## config.mk

```make
export PLATFORM = sky130hd
export DESIGN_NAME = fetch_buffer_flat
export DESIGN_NICKNAME = d
export VERILOG_FILES = /design/src/rtl/fetch_buffer_if.sv /design/src/rtl/fetch_buffer.sv /design/src/flat_wrapper.sv
export SDC_FILE = /design/constraint.sdc
export NUM_CORES = 1
export LEC_CHECK = 0
export CORE_ASPECT_RATIO = 0.5
export CORE_MARGIN = 10
export CORE_UTILIZATION = 56
export DETAILED_ROUTE_END_ITERATION = 10
export PLACE_DENSITY_LB_ADDON = 0.15
export SLEW_MARGIN = 20
export SYNTH_ARGS = -nofsm -noshare
export SYNTH_HDL_FRONTEND = slang
export SYNTH_SLANG_ARGS = --single-unit
```

## constraint.sdc

```tcl
create_clock -name clk -period 4.4 [get_ports clk]
set_clock_uncertainty 0.15 [all_clocks]
set_input_delay 0.44 -clock clk [delete_from_list [all_inputs] [get_ports clk]]
set_output_delay 0.44 -clock clk [all_outputs]
set_load 0.1 [all_outputs]
```

## src/rtl/fetch_buffer_if.sv

```systemverilog
// Fetch buffer bus bundle: instruction memory port, branch redirect from EX,
// and the valid/ready handshake toward the IF/ID register.
//   master : fetch_buffer side (drives imem_req/imem_addr and out_* payload)
//   slave  : environment side (memory, EX redirect, IF/ID consumer)
interface fetch_buffer_if;
  logic        imem_req;
  logic [15:0] imem_addr;
  logic [15:0] imem_data;
  logic        redirect;
  logic [15:0] redirect_addr;
  logic        out_valid;
  logic        out_ready;
  logic [15:0] out_instruction;
  logic [15:0] out_pc_plus_1;

  modport master (
    output imem_req, imem_addr, out_valid, out_instruction, out_pc_plus_1,
    input  imem_data, redirect, redirect_addr, out_ready
  );

  modport slave (
    input  imem_req, imem_addr, out_valid, out_instruction, out_pc_plus_1,
    output imem_data, redirect, redirect_addr, out_ready
  );
endinterface

```

## src/rtl/fetch_buffer.sv

```systemverilog
// Instruction prefetch stage owning the fetch PC. Issues sequential reads to
// a synchronous instruction memory, buffers {instruction, pc+1} in a FIFO,
// presents the head to IF/ID over valid/ready and flushes on EX redirects.
// Ports:
//   clk   : clock, all state updates on posedge
//   reset : synchronous, active-low
//   bus   : fetch_buffer_if.master (imem_*, redirect*, out_*)
// Optional feature: define FETCH_BUF_BYPASS_EN to forward a returning word
// straight to the outputs when the FIFO is empty (saves one cycle latency).
module fetch_buffer #(
  parameter int unsigned DEPTH    = 4,
  parameter logic [15:0] RESET_PC = 16'h0000
) (
  input  logic           clk,
  input  logic           reset,
  fetch_buffer_if.master bus
);

  localparam int unsigned PTR_W = (DEPTH > 1) ? $clog2(DEPTH) : 1;
  localparam int unsigned CNT_W = PTR_W + 1;

  typedef struct packed {
    logic [15:0] instruction;
    logic [15:0] pc_plus_1;
  } fb_entry_t;

  fb_entry_t        mem [DEPTH];
  logic [15:0]      fetch_pc;
  logic [15:0]      pending_pc;
  logic             pending;
  logic [PTR_W-1:0] rd_ptr;
  logic [PTR_W-1:0] wr_ptr;
  logic [CNT_W-1:0] count;

  fb_entry_t        ret_entry;
  logic             head_valid;
  logic             issue;
  logic             bypass;
  logic             push;
  logic             pop_fifo;

  // Issue credit, output selection and push/pop decisions
  always_comb begin
    ret_entry  = '{instruction: bus.imem_data, pc_plus_1: pending_pc + 16'd1};
    head_valid = (count != '0);
    // Credit counts buffered plus in-flight words; no look-ahead to a pop,
    // so out_ready never reaches imem_req combinationally.
    issue      = reset & ~bus.redirect &
                 ((count + CNT_W'(pending)) < CNT_W'(DEPTH));
`ifdef FETCH_BUF_BYPASS_EN
    bypass     = reset & ~bus.redirect & pending & ~head_valid;
`else
    bypass     = 1'b0;
`endif
    bus.imem_req        = issue;
    bus.imem_addr       = fetch_pc;
    bus.out_valid       = reset & ~bus.redirect & (head_valid | bypass);
    bus.out_instruction = head_valid ? mem[rd_ptr].instruction : ret_entry.instruction;
    bus.out_pc_plus_1   = head_valid ? mem[rd_ptr].pc_plus_1   : ret_entry.pc_plus_1;
    // A bypassed word taken in its return cycle never enters the FIFO
    push     = reset & ~bus.redirect & pending & ~(bypass & bus.out_ready);
    pop_fifo = bus.out_valid & bus.out_ready & head_valid;
  end

  // Fetch PC, in-flight tracking and FIFO bookkeeping; redirect flushes all
  always_ff @(posedge clk) begin
    if (!reset) begin
      fetch_pc   <= RESET_PC;
      pending_pc <= RESET_PC;
      pending    <= 1'b0;
      rd_ptr     <= '0;
      wr_ptr     <= '0;
      count      <= '0;
    end else if (bus.redirect) begin
      fetch_pc   <= bus.redirect_addr;
      pending    <= 1'b0;
      rd_ptr     <= '0;
      wr_ptr     <= '0;
      count      <= '0;
    end else begin
      if (issue) begin
        fetch_pc   <= fetch_pc + 16'd1;
        pending_pc <= fetch_pc;
      end
      pending <= issue;
      rd_ptr  <= rd_ptr + PTR_W'(pop_fifo);
      wr_ptr  <= wr_ptr + PTR_W'(push);
      count   <= count + CNT_W'(push) - CNT_W'(pop_fifo);
    end
  end

  // Entry storage needs no reset; count gates every read
  always_ff @(posedge clk) begin
    if (push) begin
      mem[wr_ptr] <= ret_entry;
    end
  end

endmodule

```

## src/flat_wrapper.sv

```systemverilog
// flat-port wrapper written by rule: the top's interface ports become plain ports
module fetch_buffer_flat 
#(
  parameter int unsigned DEPTH    = 4,
  parameter logic [15:0] RESET_PC = 16'h0000
)
  (clk, reset, bus_imem_req, bus_imem_addr, bus_out_valid, bus_out_instruction, bus_out_pc_plus_1, bus_imem_data, bus_redirect, bus_redirect_addr, bus_out_ready);
  fetch_buffer_if bus_i ();
  input  logic clk;
  input  logic reset;
  output wire logic [$bits(bus_i.imem_req)-1:0] bus_imem_req;
  output wire logic [$bits(bus_i.imem_addr)-1:0] bus_imem_addr;
  output wire logic [$bits(bus_i.out_valid)-1:0] bus_out_valid;
  output wire logic [$bits(bus_i.out_instruction)-1:0] bus_out_instruction;
  output wire logic [$bits(bus_i.out_pc_plus_1)-1:0] bus_out_pc_plus_1;
  input wire logic [$bits(bus_i.imem_data)-1:0] bus_imem_data;
  input wire logic [$bits(bus_i.redirect)-1:0] bus_redirect;
  input wire logic [$bits(bus_i.redirect_addr)-1:0] bus_redirect_addr;
  input wire logic [$bits(bus_i.out_ready)-1:0] bus_out_ready;
  assign bus_imem_req = bus_i.imem_req;
  assign bus_imem_addr = bus_i.imem_addr;
  assign bus_out_valid = bus_i.out_valid;
  assign bus_out_instruction = bus_i.out_instruction;
  assign bus_out_pc_plus_1 = bus_i.out_pc_plus_1;
  assign bus_i.imem_data = bus_imem_data;
  assign bus_i.redirect = bus_redirect;
  assign bus_i.redirect_addr = bus_redirect_addr;
  assign bus_i.out_ready = bus_out_ready;
  fetch_buffer #(.DEPTH(DEPTH), .RESET_PC(RESET_PC)) u_core (.clk(clk), .reset(reset), .bus(bus_i));
endmodule
```

==> impl_metrics.xml <==
<?xml version="1.0" encoding="UTF-8"?>
<metrics>
  <group name="setup_path">
    <metric name="crit_type" unit="">flop to output pin</metric>
    <metric name="critical_path.most_common_cell" unit="">buf_4</metric>
    <metric name="critPathMaxFanout" unit="">21</metric>
    <metric name="cp-start-kind" unit="">flop</metric>
    <metric name="crit_path_top_delay_cell" unit="">or3_1</metric>
    <metric name="crit_path_cell_trace" unit="">or3_1, buf_4, mux2_2, buf_4</metric>
    <metric name="cp.depth" unit="">4</metric>
    <metric name="cp_data_required_time" unit="ns">3.81</metric>
    <metric name="largest_stage_delay_worst_path" unit="ns">0.65</metric>
    <metric name="worstPathArrival" unit="ns">2.67</metric>
    <metric name="cell_type_group_with_the_largest_total_delay_on_the_critical_path" unit="">simple AND/OR/NAND/NOR gates</metric>
    <metric name="crit_path_buf_inv_count" unit="">2</metric>
    <metric name="reg2reg_depth" unit="">9</metric>
    <metric name="end_kind" unit="">output pin</metric>
  </group>
  <group name="global_route">
    <metric name="gr-total-overflow" unit="">0</metric>
    <metric name="largest_net_degree_at_the_start_of_global_routing" unit="">33</metric>
    <metric name="wire_length_of_the_first_global_routing_pass" unit="um">25300</metric>
    <metric name="grtUsageTotal" unit="%">17.4</metric>
    <metric name="antenna_found_initial" unit="">0</metric>
    <metric name="grt_pass1_vias" unit="">4699</metric>
  </group>
  <group name="synth">
    <metric name="syn_nets" unit="">549</metric>
    <metric name="yosys_warnings" unit="">0</metric>
    <metric name="proportion_of_synthesized_chip_area_in_sequential_cells" unit="%">63.9</metric>
    <metric name="synth_largest_area_cell" unit="">edfxtp_1</metric>
    <metric name="yosysTopAreaCellShare" unit="%">52.9</metric>
    <metric name="post_synth_inst_count" unit="">506</metric>
    <metric name="synthDistinctLibCells" unit="">48</metric>
    <metric name="synthMostInstantiatedCell" unit="">edfxtp_1</metric>
    <metric name="synth.top_cells.by_area" unit="">edfxtp_1, dfxtp_1, mux4_2</metric>
    <metric name="synth.cells.most_frequent" unit="">edfxtp_1, nand2_1, dfxtp_1</metric>
    <metric name="mappedNetlistArea" unit="um2">7260</metric>
    <metric name="synth_edf_count" unit="">128</metric>
    <metric name="asyncSetResetFlopFracSynth" unit="%">0</metric>
    <metric name="ys_seq_elements" unit="">168</metric>
    <metric name="synth.avg_cell_area" unit="um2">14.4</metric>
    <metric name="synth_flop_cell" unit="">edfxtp_1</metric>
  </group>
  <group name="timing">
    <metric name="setup_slack" unit="ns">1.14</metric>
    <metric name="post-route-min-period" unit="ns">3.26</metric>
    <metric name="final_hold_viol_count" unit="">0</metric>
    <metric name="fmax" unit="MHz">307</metric>
    <metric name="timing.final.crit_share" unit="%">74.0</metric>
    <metric name="max_slew.worst_pin.slew" unit="ns">0.993</metric>
    <metric name="grt_setup_unrepaired" unit="">no</metric>
    <metric name="maxSlewHeadroom" unit="%">33.6</metric>
    <metric name="setup_viol" unit="">0</metric>
    <metric name="holdWs" unit="ns">0.396</metric>
    <metric name="slew_violations" unit="">0</metric>
    <metric name="totalNegativeSetupSlack" unit="ns">0</metric>
  </group>
  <group name="power_and_ir_drop">
    <metric name="power.static_leakage" unit="nW">3.13</metric>
    <metric name="max-vdd-ir-drop" unit="mV">0.265</metric>
    <metric name="power_density" unit="nW/um2">410</metric>
    <metric name="report.power.total" unit="W">0.00360</metric>
  </group>
  <group name="placed_design">
    <metric name="post-dp-hpwl" unit="um">9910</metric>
    <metric name="place_ws" unit="ns">1.17</metric>
    <metric name="placement.io_buffers" unit="">85</metric>
    <metric name="dpl-instance-area" unit="um2">8170</metric>
    <metric name="routability_congestion" unit="">0.806</metric>
  </group>
  <group name="drt">
    <metric name="via_per_inst" unit="">5.77</metric>
    <metric name="wl_per_cell" unit="um">19.9</metric>
    <metric name="dr.first_iter.drc_count" unit="">357</metric>
    <metric name="vias" unit="">4461</metric>
    <metric name="wirelength" unit="um">15400</metric>
    <metric name="detailedRoute.firstPassIterationCount" unit="">5</metric>
    <metric name="route.detailed.drc" unit="">0</metric>
    <metric name="antenna_left" unit="">0</metric>
  </group>
  <group name="final_layout">
    <metric name="filler_cell_count" unit="">898</metric>
    <metric name="final_area" unit="um2">8760</metric>
    <metric name="antenna_cells" unit="">0</metric>
    <metric name="design.final.nets" unit="">633</metric>
    <metric name="area_growth" unit="%">20.7</metric>
    <metric name="fraction_of_layout_instances_using_a_drive_strength_above_1" unit="%">22.1</metric>
  </group>
  <group name="clocking">
    <metric name="post_cts.resized_instances" unit="">0</metric>
    <metric name="cts_made_buffers" unit="">17</metric>
    <metric name="cts_tree" unit="">built</metric>
    <metric name="post-cts-setup-buffers" unit="">0</metric>
    <metric name="ctsHtreeMaxLevel" unit="">4</metric>
    <metric name="clock-root-buffer" unit="">clkbuf_16</metric>
    <metric name="hold_buffers" unit="">0</metric>
    <metric name="cts-root-to-sink-buffers" unit="">2</metric>
    <metric name="worst_skew_pair.late_latency" unit="ns">0.42</metric>
    <metric name="clk_pin_slew_worst_paths" unit="ns">0.07</metric>
    <metric name="tritoncts_num_sinks" unit="">168</metric>
  </group>
  <group name="flow_run">
    <metric name="max_cap_violations" unit="">0</metric>
  </group>
  <group name="worst_hold_path">
    <metric name="hold_class" unit="">flop to flop</metric>
    <metric name="hold-path-cell-count" unit="">2</metric>
  </group>
  <group name="floorplan">
    <metric name="design.core.area" unit="um2">12700</metric>
    <metric name="chipWidth" unit="um">181</metric>
    <metric name="top_level_i_o_count" unit="">86</metric>
    <metric name="row_count" unit="">29</metric>
    <metric name="dieArea" unit="um2">18200</metric>
    <metric name="die_h" unit="um">101</metric>
    <metric name="initial_core_util" unit="%">57.4</metric>
  </group>
  <group name="outcome">
    <metric name="run_status" unit="">finished, final reports clean</metric>
  </group>
</metrics>
cell type report:
cell class                 count  area, um2  area share, %
tap                          170        213           2.43
sequential                   168       4650           53.0
multi-input combinational    298       2430           27.8
clock inverter                14        163           1.86
timing repair buffer          95        841           9.59
clock buffer                  18        429           4.90
inverter                      10       37.5          0.428
final timing paths:
check / from / to / slack (ns)
hold / removal: u_core.pending_pc[9] / u_core.pending_pc[9] / 0.40
hold reg to reg: u_core.pending_pc[9] / u_core.pending_pc[9] / 0.40
setup / recovery: u_core.count[2] / bus_out_pc_plus_1[15] / 1.14
setup reg to reg: u_core.count[2] / u_core.count[2] / 1.57
flip-flops by register name, indices dropped and copies added (netlist names):
register and flops:
u_core.mem 128, u_core.pending_pc 16, u_core.pending 1, u_core.bus.imem_addr 16
u_core.wr_ptr 2, u_core.rd_ptr 2, u_core.count 3
worst reg2reg max path: stages, from the launching register on:
cell     delay (ns)
dfxtp_1        0.43
or3_1          0.71
and3_1         0.35
ha_1           0.27
inv_1          0.06
ha_1           0.13
inv_1          0.04
fa_1           0.37
xnor2_1        0.17
nor2_1         0.05
through the flow:
step / cells / util, %
2_1_floorplan: 506 / -
3_3_place_gp: 741 / 64.5
3_5_place_dp: 741 / 64.5
4_1_cts: 773 / 69.2
5_1_grt: 773 / 69.2
6_report: 773 / 69.2
where the power goes:
| part | internal [W] | total, W | switching (W) |
|---|---|---|---|
| logic | 0.000100 | 0.000377 | 0.000277 |
| registers | 0.00172 | 0.00175 | 0.0000286 |
| clock network | 0.000851 | 0.00147 | 0.000620 |
| total | 0.00267 | 0.00360 | 0.000925 |
cells in the final DEF, fill, tap and decap left out, drive strengths merged, types with 5 or more instances in the layout:
cell / n
a31oi: 10
and2: 5
and3: 5
and4: 8
buf: 44
clkbuf: 18
clkdlybuf4s50: 51
clkinv: 5
dfxtp: 40
edfxtp: 128
ha: 6
inv: 16
mux2: 10
mux2i: 17
mux4: 32
nand2: 78
nand3: 11
nand4: 12
nor2: 23
nor3b: 6
o21ai: 15
or4: 6
xnor2: 17
layer usage:
metal,GRT usage [%],part of all wire (%),up-vias
met5,0,0,-
met4,5.66,1.2,0
met3,5.16,7.9,18
met2,26.8,45,171
met1,23.5,46,2180
li1,-,-,2092
logic make-up after synthesis:
group	count (synthesis)	synth area share, %
mux	59	13.9
flops	168	63.9
simple gates	170	11.7
compound gates	41	3.60
xor+xnor	21	2.74
buf+inv	40	2.83
fa+ha+maj	7	1.31
Note: power is estimated with default switching activity, not from simulation.
